$ cat src/rtl/ecc_scalar_mult_ctrl.sv
// rtl/ecc_scalar_mult_ctrl.sv - left-to-right double-and-add sequencer for Q = k*P over GF(2^7)
// Define ECC_SM_CONST_TIME_EN to issue a unit operation on every step regardless of data.
module ecc_scalar_mult_ctrl #(
  parameter int M      = 7,
  parameter int K_W    = 7,
  parameter int OP_LAT = 8
) (
  input  logic           clk,
  input  logic           rst,
  input  logic           start,
  input  logic [K_W-1:0] scalar,
  input  logic [2*M-1:0] base,
  output logic [2*M-1:0] dbl_point,
  output logic           dbl_load,
  input  logic [2*M-1:0] dbl_sum,
  output logic [2*M-1:0] add_p,
  output logic [2*M-1:0] add_q,
  output logic           add_load,
  input  logic [2*M-1:0] add_sum,
  output logic [2*M-1:0] result,
  output logic           result_inf,
  output logic           busy,
  output logic           done
);

  localparam int PW = 2 * M;
  localparam int IW = (K_W > 1) ? $clog2(K_W) : 1;
  localparam int CW = (OP_LAT > 1) ? $clog2(OP_LAT) : 1;
  localparam logic [IW-1:0] I_TOP  = IW'(K_W - 1);
  localparam logic [CW-1:0] C_LAST = CW'(OP_LAT - 1);

  typedef enum logic [2:0] {IDLE, DBL, DBL_WAIT, ADD, ADD_WAIT, DONE} state_t;

  state_t          state;
  logic [K_W-1:0]  k_r;
  logic [PW-1:0]   p_r;
  logic [PW-1:0]   a_pt;
  logic            a_inf;
  logic [IW-1:0]   idx;
  logic [CW-1:0]   cnt;
  logic            use_dbl;
  logic            keep;

  logic            dbl_skip;
  logic            bit_set;
  logic [PW-1:0]   sc_pt;
  logic            sc_inf;
  logic            issue_dbl;
  logic            issue_add;

  assign dbl_skip = a_inf || (a_pt[M-1:0] == '0);
  assign bit_set  = k_r[idx];

  // Short-circuit outcome of the add step, plus which unit (if any) must run instead.
  always_comb begin
    sc_pt     = a_pt;
    sc_inf    = a_inf;
    issue_dbl = 1'b0;
    issue_add = 1'b0;
    if (bit_set) begin
      if (a_inf) begin
        sc_pt  = p_r;
        sc_inf = 1'b0;
      end else if (a_pt == p_r) begin
        if (p_r[M-1:0] == '0) begin
          sc_pt  = '0;
          sc_inf = 1'b1;
        end else begin
          issue_dbl = 1'b1;
        end
      end else if (a_pt[M-1:0] == p_r[M-1:0]) begin
        sc_pt  = '0;
        sc_inf = 1'b1;
      end else begin
        issue_add = 1'b1;
      end
    end
  end

  always_ff @(posedge clk or posedge rst) begin
    if (rst) begin
      state      <= IDLE;
      k_r        <= '0;
      p_r        <= '0;
      a_pt       <= '0;
      a_inf      <= 1'b1;
      idx        <= I_TOP;
      cnt        <= '0;
      use_dbl    <= 1'b0;
      keep       <= 1'b0;
      dbl_point  <= '0;
      dbl_load   <= 1'b0;
      add_p      <= '0;
      add_q      <= '0;
      add_load   <= 1'b0;
      result     <= '0;
      result_inf <= 1'b0;
      busy       <= 1'b0;
      done       <= 1'b0;
    end else begin
      dbl_load <= 1'b0;
      add_load <= 1'b0;
      done     <= 1'b0;
      case (state)
        IDLE: begin
          busy <= 1'b0;
          if (start) begin
            k_r   <= scalar;
            p_r   <= base;
            a_pt  <= '0;
            a_inf <= 1'b1;
            idx   <= I_TOP;
            busy  <= 1'b1;
            state <= DBL;
          end
        end
        DBL: begin
`ifdef ECC_SM_CONST_TIME_EN
          dbl_point <= a_pt;
          dbl_load  <= 1'b1;
          use_dbl   <= 1'b1;
          keep      <= !dbl_skip;
          cnt       <= '0;
          state     <= DBL_WAIT;
          if (dbl_skip) begin
            a_pt  <= '0;
            a_inf <= 1'b1;
          end
`else
          if (dbl_skip) begin
            a_pt  <= '0;
            a_inf <= 1'b1;
            state <= ADD;
          end else begin
            dbl_point <= a_pt;
            dbl_load  <= 1'b1;
            use_dbl   <= 1'b1;
            keep      <= 1'b1;
            cnt       <= '0;
            state     <= DBL_WAIT;
          end
`endif
        end
        ADD: begin
`ifdef ECC_SM_CONST_TIME_EN
          // A takes its short-circuit value now; the unit result only lands if keep is set.
          a_pt  <= sc_pt;
          a_inf <= sc_inf;
          keep  <= issue_dbl | issue_add;
          cnt   <= '0;
          state <= ADD_WAIT;
          if (issue_dbl) begin
            dbl_point <= p_r;
            dbl_load  <= 1'b1;
            use_dbl   <= 1'b1;
          end else begin
            add_p    <= a_pt;
            add_q    <= p_r;
            add_load <= 1'b1;
            use_dbl  <= 1'b0;
          end
`else
          if (issue_dbl) begin
            dbl_point <= p_r;
            dbl_load  <= 1'b1;
            use_dbl   <= 1'b1;
            keep      <= 1'b1;
            cnt       <= '0;
            state     <= ADD_WAIT;
          end else if (issue_add) begin
            add_p    <= a_pt;
            add_q    <= p_r;
            add_load <= 1'b1;
            use_dbl  <= 1'b0;
            keep     <= 1'b1;
            cnt      <= '0;
            state    <= ADD_WAIT;
          end else begin
            a_pt  <= sc_pt;
            a_inf <= sc_inf;
            if (idx == '0) begin
              state <= DONE;
            end else begin
              idx   <= idx - 1'b1;
              state <= DBL;
            end
          end
`endif
        end
        DBL_WAIT, ADD_WAIT: begin
          if (cnt == C_LAST) begin
            if (keep) begin
              a_pt  <= use_dbl ? dbl_sum : add_sum;
              a_inf <= 1'b0;
            end
            if (state == DBL_WAIT) begin
              state <= ADD;
            end else if (idx == '0) begin
              state <= DONE;
            end else begin
              idx   <= idx - 1'b1;
              state <= DBL;
            end
          end else begin
            cnt <= cnt + 1'b1;
          end
        end
        DONE: begin
          result     <= a_pt;
          result_inf <= a_inf;
          done       <= 1'b1;
          state      <= IDLE;
        end
        default: state <= IDLE;
      endcase
    end
  end

endmodule
$ cat config.mk
export PLATFORM = sky130hd
export DESIGN_NAME = ecc_scalar_mult_ctrl
export DESIGN_NICKNAME = d
export VERILOG_FILES = /design/src/rtl/ecc_scalar_mult_ctrl.sv
export SDC_FILE = /design/constraint.sdc
export NUM_CORES = 1
export LEC_CHECK = 0
export CORE_UTILIZATION = 55
export DETAILED_ROUTE_END_ITERATION = 10
export PLACE_DENSITY_LB_ADDON = 0.1
export SKIP_CTS_REPAIR_TIMING = 1
export SYNTH_ARGS = -nofsm -noshare
export SYNTH_HDL_FRONTEND = slang
export SYNTH_SLANG_ARGS = --single-unit
$ cat constraint.sdc
create_clock -name clk -period 7 [get_ports clk]
set_input_delay 1.4 -clock clk [delete_from_list [all_inputs] [get_ports clk]]
set_output_delay 1.4 -clock clk [all_outputs]
set_load 0.02 [all_outputs]
==> results_dict.tcl, run 1 <==
set metrics [dict create \
    status "complete, but fails checks" \
    failed_checks "design-rule violations" \
    hold_violations 0 \
    cts_tree "built" \
    vias 3684 \
    maxCapViolCount 0 \
    critical_path_class "register to register" \
    ys_warn_count 0 \
    synth_edf_count 0 \
    grt_pass1_wl_mm 19.0 \
    cts_buffers 9 \
    grt_overflow 0 \
    start_util_pct 57.4 \
    row_count 34 \
    worst_slack_ns 3.72 \
    routed_wirelength_mm 11.5 \
    synthCells 428 \
    htreeDepth 3 \
    power_frac_comb_pct 46.3 \
    drive_gt1_share_pct 21.0 \
    root_buffer "clkbuf_8" \
    slew_headroom_pct 30.5 \
    netSwitchingFraction_pct 39.5 \
    ir_drop_uv 256 \
    die_h_microns 98.1 \
    grt_max_degree 62 \
    io_buffer_count 112 \
    dpl_cell_area_sq_um 6270 \
    grt_pass1_vias 3707 \
    gp_congestion 0.887 \
    dp_hpwl_mm 8.26 \
    postLayoutCellArea_sq_um 6480 \
    fin_util_pct 73.2 \
    dr.first_iter.drc_count 208 \
    grt_use_total_pct 25.7 \
    hp-class "register to register" \
    pwr-share-seq_pct 40.0 \
    ys_types 46 \
    p_switching_mw 1.14 \
    core-area_sq_um 8850 \
    clkPwrFrac_pct 13.8 \
    intPower_mw 1.75 \
    cp.arrival_ns 3.55 \
    cp_max_fo 23 \
    tightest_slew_ns 1.04 \
    grt_antenna_before_repair 0 \
    die-area_sq_um 9620 \
    pre_cts_ws_ns 3.62 \
    power_density_nw_per_um2 445 \
    ys_seq_area_share_pct 53.3 \
    drv_slew 0 \
    routed_via_density 5.71 \
    worstSetupEndpointType "register" \
    power_leakage_nw 2.91 \
    fin_skew_ns 0.00779 \
    rsz0062_at_grt "no" \
    post_synth_instance_area_sq_um 5080 \
    avgRoutedWirePerCell_microns 17.8 \
    clkSlewWorstSetupHoldPaths_ns 0.10 \
    nFillCells 659 \
    min_period_ns 3.28 \
    yosysTopAreaCellShare_pct 51.7 \
    cts_sinks 108 \
    synth_area_leaders "dfrtp_1 (52%), mux2_2 (16%), nand2_1 (3.7%), mux2i_1 (3.4%), mux2_4 (2.7%)" \
    die_x_microns 98.1 \
    async_reset_ff_share_pct 100 \
    layout.nets 588 \
    period_share_pct 46.9 \
    syn_to_final_growth_pct 27.5 \
    finalSetupViolCount 0 \
    synth_ff_type "dfrtp_1" \
    ys_seq_elements 108 \
    synth_area_per_cell_sq_um 11.9 \
    cp-start-kind "register" \
    setup-tns-final_ns 0 \
    clkLatencyLatePin_ns 0.37 \
    clock.fmax_ghz 0.305 \
    num_antenna_cells 0 \
    remaining_drc_errors 11 \
    yosysTopAreaCell "dfrtp_1" \
    r2r_slack_ns 3.72 \
    final_antenna_net_count 0 \
    clk_path_buf_depth 2 \
    required_ns 7.26 \
    synth_nets 484 \
    dr.pass1.iters 8 \
    io_pins 113 \
]
registers in the layout, indices dropped and copies added (netlist names), 3 cells and up:
name	cells
a_pt	14
add_p	14
add_q	14
dbl_point	14
p_r	14
result	14
k_r	7
cnt	3
idx	3
state	3
worst paths after layout:
check                           cells after the start                    end                  start
worst max-delay path                                6   add_q[3]$_DFFE_PP0P_   state[0]$_DFFE_PP0P_
worst min-delay path                                1  result[5]$_DFFE_PP0P_  result[5]$_DFFE_PP0P_
worst max register to register                      6   add_q[3]$_DFFE_PP0P_   state[0]$_DFFE_PP0P_
worst min register to register                      1  result[5]$_DFFE_PP0P_  result[5]$_DFFE_PP0P_
max in group asynchronous                           3    a_pt[8]$_DFFE_PP0P_                    rst
min in group asynchronous                           2         done$_DFF_PP0_                    rst
placed cells by master (no fill, tap or decap), types with 6 or more instances in the layout:
master and n:
a21oi_1 8, a31oi_1 16, clkbuf_8 10, clkdlybuf4s50_1 112
dfrtp_1 105, inv_1 9, mux2_2 73, mux2_4 9
mux2i_1 17, nand2_1 50, nand2b_1 6, nor2_1 25
o21ai_0 19, xor2_1 11
layout make-up:
| type | count | area, sq um | area share [%] |
|---|---|---|---|
| clock inverter | 6 | 71.3 | 1.10 |
| tap | 108 | 135 | 2.09 |
| multi-input combinational | 288 | 2240 | 34.6 |
| inverter | 10 | 40.0 | 0.618 |
| sequential | 108 | 2710 | 41.8 |
| clock buffer | 10 | 138 | 2.12 |
| timing repair buffer | 115 | 1140 | 17.7 |
critical path, cell delays in order, from the launching register on:
cell and delay [ns]:
dfrtp_1 0.62, and2b_1 0.23, and2_1 0.57, nand4_1 0.44
nor2_2 0.49, buf_4 0.42, mux2_2 0.38
per-stage QoR:
step	cells	total power [mW]	hold slack, ns
after floorplan	428	2.01	0.457
after global placement	629	2.44	0.480
after detailed placement	629	2.50	0.492
after CTS	645	2.90	0.517
after global routing	645	3.06	0.531
final	645	2.89	0.514
layer usage:
| layer | GRT usage, % | vias up | share of wire [%] |
|---|---|---|---|
| li1 | - | 1717 | - |
| met1 | 36.9 | 1824 | 47 |
| met2 | 39.0 | 129 | 45 |
| met3 | 5.51 | 14 | 6.6 |
| met4 | 8.51 | 0 | 1.2 |
| met5 | 0 | - | 0 |
logic make-up after synthesis:
kind of cell    synth area share (%)
simple gates                    10.2
buf+inv                         2.96
mux                             22.2
flops                           53.3
compound gates                  7.79
fa+ha+maj                      0.986
xor+xnor                        2.59
power groups by stage:
stage / registers (mW) / logic [mW] / clock network [mW]
CTS: 1.15 / 1.34 / 0.405
detailed placement: 1.16 / 1.34 / 0
floorplan: 1.20 / 0.814 / 0
global route: 1.20 / 1.44 / 0.431
global placement: 1.15 / 1.30 / 0
finish: 1.15 / 1.33 / 0.398
cell usage after synthesis, types with 2 or more instances:
cell type and instances:
dfrtp_1 105, mux2_2 73, nand2_1 50, nor2_1 26
o21ai_0 19, mux2i_1 17, a31oi_1 16, xor2_1 11
inv_1 10, buf_2 9, mux2_4 9, a21oi_1 8
clkbuf_1 8, nand2b_1 6, ha_1 4, nor3_1 4
o211ai_1 4, xnor2_1 4, dfstp_2 3, nand3b_1 3
nor2b_1 3, nor4_1 3, a22oi_1 2, and2_1 2
and2b_1 2, buf_1 2, buf_4 2, nand3_1 2
nand4_1 2, o21a_1 2, o31ai_1 2
(Power assumes the default switching activity.)
==> run 2, diff against run 1 <==
--- a/config.mk
+++ b/config.mk
@@ -5,7 +5,7 @@
 export SDC_FILE = /design/constraint.sdc
 export NUM_CORES = 1
 export LEC_CHECK = 0
-export CORE_UTILIZATION = 55
+export CORE_UTILIZATION = 46
 export DETAILED_ROUTE_END_ITERATION = 10
 export PLACE_DENSITY_LB_ADDON = 0.1
 export SKIP_CTS_REPAIR_TIMING = 1
==> constraint.sdc (replaced) <==
create_clock -name clk -period 2.68 [get_ports clk]
set_input_delay 0.536 -clock clk [delete_from_list [all_inputs] [get_ports clk]]
set_output_delay 0.536 -clock clk [all_outputs]
set_load 0.02 [all_outputs]
==> run 2 against run 1 <==
- the flow now finishes without violations
- critical path type unchanged
- register-to-register slack lost 3.4 ns
- clock power grew to 2.8 times the previous value
- setup slack lost 3.4 ns
- die area grew 19%
==> results_dict.tcl, run 2 (same netlist as run 1, synthesis figures left out) <==
set metrics [dict create \
    slew_headroom_pct 56.0 \
    avgRoutedWirePerCell_microns 17.9 \
    finalPower_mw 7.88 \
    tightest_slew_ns 0.659 \
    drv_slew 0 \
    die_h_microns 107 \
    power_leakage_nw 3.03 \
    fin_util_pct 64.1 \
    fin_skew_ns 0.0197 \
    cts_tree "built" \
    cp.arrival_ns 2.59 \
    finalSetupViolCount 0 \
    period_share_pct 87.2 \
    use_met2_pct 35.2 \
    dp_hpwl_mm 9.03 \
    cp_max_fo 15 \
    cp_common_cell "ha_1" \
    maxCapViolCount 0 \
    met3_usage_pct 4.74 \
    rsz0062_at_grt "no" \
    final_antenna_net_count 0 \
    gp_congestion 0.893 \
    grt_max_degree 36 \
    io_pins 113 \
    grt_use_total_pct 23.0 \
    critical_path_class "register to register" \
    slowest_stage "dfrtp_1" \
    status "complete, no violations" \
    cts_sinks 108 \
    drive_gt1_share_pct 24.2 \
    crit_buf_inv 1 \
    path_cells "ha_1 -> ha_1 -> nand3b_1 -> o21a_1 -> o22a_1 -> a211oi_4 -> o31ai_4 -> buf_12 -> mux2_4" \
    grt_antenna_before_repair 1 \
    htreeDepth 3 \
    core-area_sq_um 10500 \
    die-area_sq_um 11500 \
    clkSlewWorstSetupHoldPaths_ns 0.11 \
    clkLatencyLatePin_ns 0.37 \
    worstSetupEndpointType "register" \
    remaining_drc_errors 0 \
    final_cell_mix "clkdlybuf4s50_1 (112), dfrtp_1 (105), mux2_2 (73)" \
    hp-class "register to register" \
    hold_violations 0 \
    root_buffer "clkbuf_8" \
    grt_pass1_vias 3815 \
    grt_use_met1_pct 33.2 \
    nFillCells 858 \
    io_buffer_count 112 \
    syn_to_final_growth_pct 32.5 \
    ir_drop_uv 563 \
    power_density_nw_per_um2 1170 \
    die_x_microns 107 \
    grt_pass1_wl_mm 19.9 \
    grt-busiest-layer "met2" \
    cp_slowest_stage_delay_ns 0.39 \
    dr.first_iter.drc_count 183 \
    min_period_ns 2.34 \
    crit_family "compound AO/OA/AOI/OAI gates" \
    clk_path_buf_depth 2 \
    routed_wirelength_mm 12.4 \
    layout_commonest_cell "clkdlybuf4s50_1" \
    register_area_sq_um 2710 \
    routed_via_density 5.35 \
    layout.nets 609 \
    grt_overflow 0 \
    cts_buffers 9 \
    cp-start-kind "register" \
    multiInputGateArea_sq_um 2250 \
    dr.pass1.iters 4 \
    clock.fmax_ghz 0.428 \
    required_ns 2.93 \
    vias 3719 \
    row_count 37 \
    start_util_pct 48.3 \
]
[run 2: changes by cell type in the layout (fill, tap and decap cells not counted)]
cell,change
clkbuf_8,-1
inv_6,+2
nor2_1,-1
inv_4,-1
diode_2,+1
nor2_2,+1
clkinv_4,-1
buf_12,+3
bufinv_16,+1
buf_4,+18
[run 2: worst paths after layout]
| kind | startpoint | end | slack (ns) | cells past startpoint |
|---|---|---|---|---|
| setup / recovery | cnt[0]$_DFFE_PP0P_ | a_pt[4]$_DFFE_PP0P_ | 0.34 | 9 |
| hold / removal | result_inf$_DFFE_PP0P_ | result_inf$_DFFE_PP0P_ | 0.49 | 2 |
| setup reg to reg | cnt[0]$_DFFE_PP0P_ | a_pt[4]$_DFFE_PP0P_ | 0.34 | 9 |
| hold reg to reg | result_inf$_DFFE_PP0P_ | result_inf$_DFFE_PP0P_ | 0.49 | 2 |
| max in group asynchronous | rst | idx[1]$_DFFE_PP1P_ | 1.43 | 3 |
| min in group asynchronous | rst | done$_DFF_PP0_ | 0.59 | 2 |
[run 2: report_power, final]
part	internal, mW	switching [mW]
Combinational	1.98	1.86
Clock	0.540	0.583
Sequential	2.28	0.633
Total	4.81	3.08
[run 2: cell type report]
cell class,count,area share [%]
multi-input cells,288,33.4
well taps,136,2.53
clock buffers,9,1.84
repair buffers,136,19.9
clock inverters,7,1.52
inverters,10,0.613
flip-flops and latches,108,40.2
diodes,1,0.0372
[run 2: per-layer routing]
metal	up-vias	routed length (microns)	part of all wire (%)
li1	1753	-	-
met1	1839	5990	48
met2	117	5560	45
met3	10	775	6.2
met4	0	114	0.92
met5	-	0	0
[run 2: worst register-to-register path, delay by kind of cell, from the launching register on]
family          cells  cell delay (ns)
compound gates      4             0.81
flops               1             0.39
simple gates        1             0.15
mux                 1             0.30
fa+ha+maj           2             0.41
buf+inv             1             0.18
[run 2: metrics by stage]
stage / hold WS (ns) / TNS (ns) / cells / instance area (sq um) / worst slack, ns
after floorplan: 0.457 / 0 / 428 / 5080 / 0.523
after global placement: 0.464 / 0 / 677 / 6480 / 0.0344
after detailed placement: 0.474 / 0 / 677 / 6480 / 0.0210
after CTS: 0.499 / -0.0837 / 693 / 6710 / -0.0296
after global routing: 0.529 / 0 / 694 / 6730 / 0.233
final: 0.493 / 0 / 695 / 6730 / 0.343
==> run 3, diff against run 2 <==
--- a/config.mk
+++ b/config.mk
@@ -7,6 +7,7 @@
 export LEC_CHECK = 0
 export CORE_UTILIZATION = 46
 export DETAILED_ROUTE_END_ITERATION = 10
+export GPL_ROUTABILITY_DRIVEN = 0
 export PLACE_DENSITY_LB_ADDON = 0.1
 export SKIP_CTS_REPAIR_TIMING = 1
 export SYNTH_ARGS = -nofsm -noshare
==> results of run 3 <==
The final DEF is identical to that of run 2; final timing and power are the same.
==> RTL edit: new RTL, flow settings as in run 3 <==
Add a define of `ECC_SM_CONST_TIME_EN`.
--- a/src/rtl/ecc_scalar_mult_ctrl.sv
+++ b/src/rtl/ecc_scalar_mult_ctrl.sv
@@ -1,5 +1,7 @@
 // rtl/ecc_scalar_mult_ctrl.sv - left-to-right double-and-add sequencer for Q = k*P over GF(2^7)
 // Define ECC_SM_CONST_TIME_EN to issue a unit operation on every step regardless of data.
+`define ECC_SM_CONST_TIME_EN
+
 module ecc_scalar_mult_ctrl #(
   parameter int M      = 7,
   parameter int K_W    = 7,
Formal check against the unedited RTL: not equivalent (a bounded check fails within 4 cycles, from zero or initial values and one cycle with rst high).
==> RTL edit against run 3 <==
Worst setup slack worse by 0.20 ns; final area is 2.1% lower; total power up 6.6%; critical path type unchanged; largest cell class unchanged; sequential cell count unchanged; synthesized area down 1.2%; critical endpoint is now add_q[0]$_DFFE_PP0P_; routed wire length decreased by 4.1%.
==> RTL edit: results (changes against run 3) <==
Setup path
  • Worst path max stage delay: 0.54 ns (was 0.39 ns)
  • Worst path slowest cell: mux4_2 (was dfrtp_1)
  • R2r worst-path depth: 6 (was 9)
  • Crit path from: idx[0]$_DFFE_PP0P_ (was cnt[0]$_DFFE_PP0P_)
  • Reg2Reg Setup Slack: 0.14 ns (was 0.34 ns)

Logic synthesis
  • Compound-Gate Fraction of Synth Area: 0.0880 (was 0.0779)
  • Adder-cell share of the synthesized area: 0.00997 (was 0.00985)
  • Post-synth top cells: dfrtp_1 (105), mux2_2 (51), mux2_4 (28), o22ai_1 (28), nand2_1 (27) (was dfrtp_1 (105), mux2_2 (73), nand2_1 (50))
  • Syn nets: 454 (was 484)
  • Mux cell area share after synthesis: 0.239 (was 0.222)

Final layout
  • #MultiIn Comb: 258 (was 288)
  • Clock buffer count in the final layout: 10 (was 9)
  • # fillers: 871 (was 858)
  • Buffering overhead: 0.201 (was 0.199)
  • Clk cell area share: 0.0264 (was 0.0336)
  • Inverter count: 9 (was 10)
  • Layout cells sized above 1: 0.247 (was 0.242)

STA
  • Worst hold slack: 0.477 ns (was 0.493 ns)
  • Clock skew: 0.0141 ns (was 0.0197 ns)
  • Worst slew pin tran: 0.791 ns (was 0.659 ns)

Global routing
  • Vias in the first global route: 3611 (was 3815)
  • GRT Total Usage: 0.219 (was 0.230)
  • First-pass GRT wire length: 19.0 mm (was 19.9 mm)

Placement
  • Detailed Place HPWL: 8.41 mm (was 9.03 mm)
  • DP Cell Count: 646 (was 677)

Outcome
  • Status: complete, no violations (unchanged)

Power and ir drop
  • Comb pwr share: 0.530 (was 0.488)
  • Maximum vdd ir drop: 505 uV (was 563 uV)
[RTL edit: changes by cell type in the layout (fill, tap and decap cells not counted), sizes merged, moves of 3 or more]
| cell | run 3 | this run |
|---|---|---|
| inv | 13 | 10 |
| o211ai | 4 | 1 |
| xnor2 | 4 | 12 |
| or2 | 0 | 3 |
| a31oi | 16 | 0 |
| nor2b | 3 | 6 |
| nand2b | 7 | 2 |
| o22ai | 0 | 28 |
| xor2 | 11 | 4 |
| nor2 | 26 | 5 |
| nand2 | 50 | 27 |
| a21oi | 8 | 18 |
| and2 | 3 | 0 |
[RTL edit: metal layers]
| layer | vias up | global-route usage | routed length (um) |
|---|---|---|---|
| li1 | 1683 | - | - |
| met1 | 1801 | 0.310 | 5420 |
| met2 | 114 | 0.349 | 5750 |
| met3 | 13 | 0.0300 | 631 |
| met4 | 0 | 0.0695 | 123 |
| met5 | - | 0 | 0 |
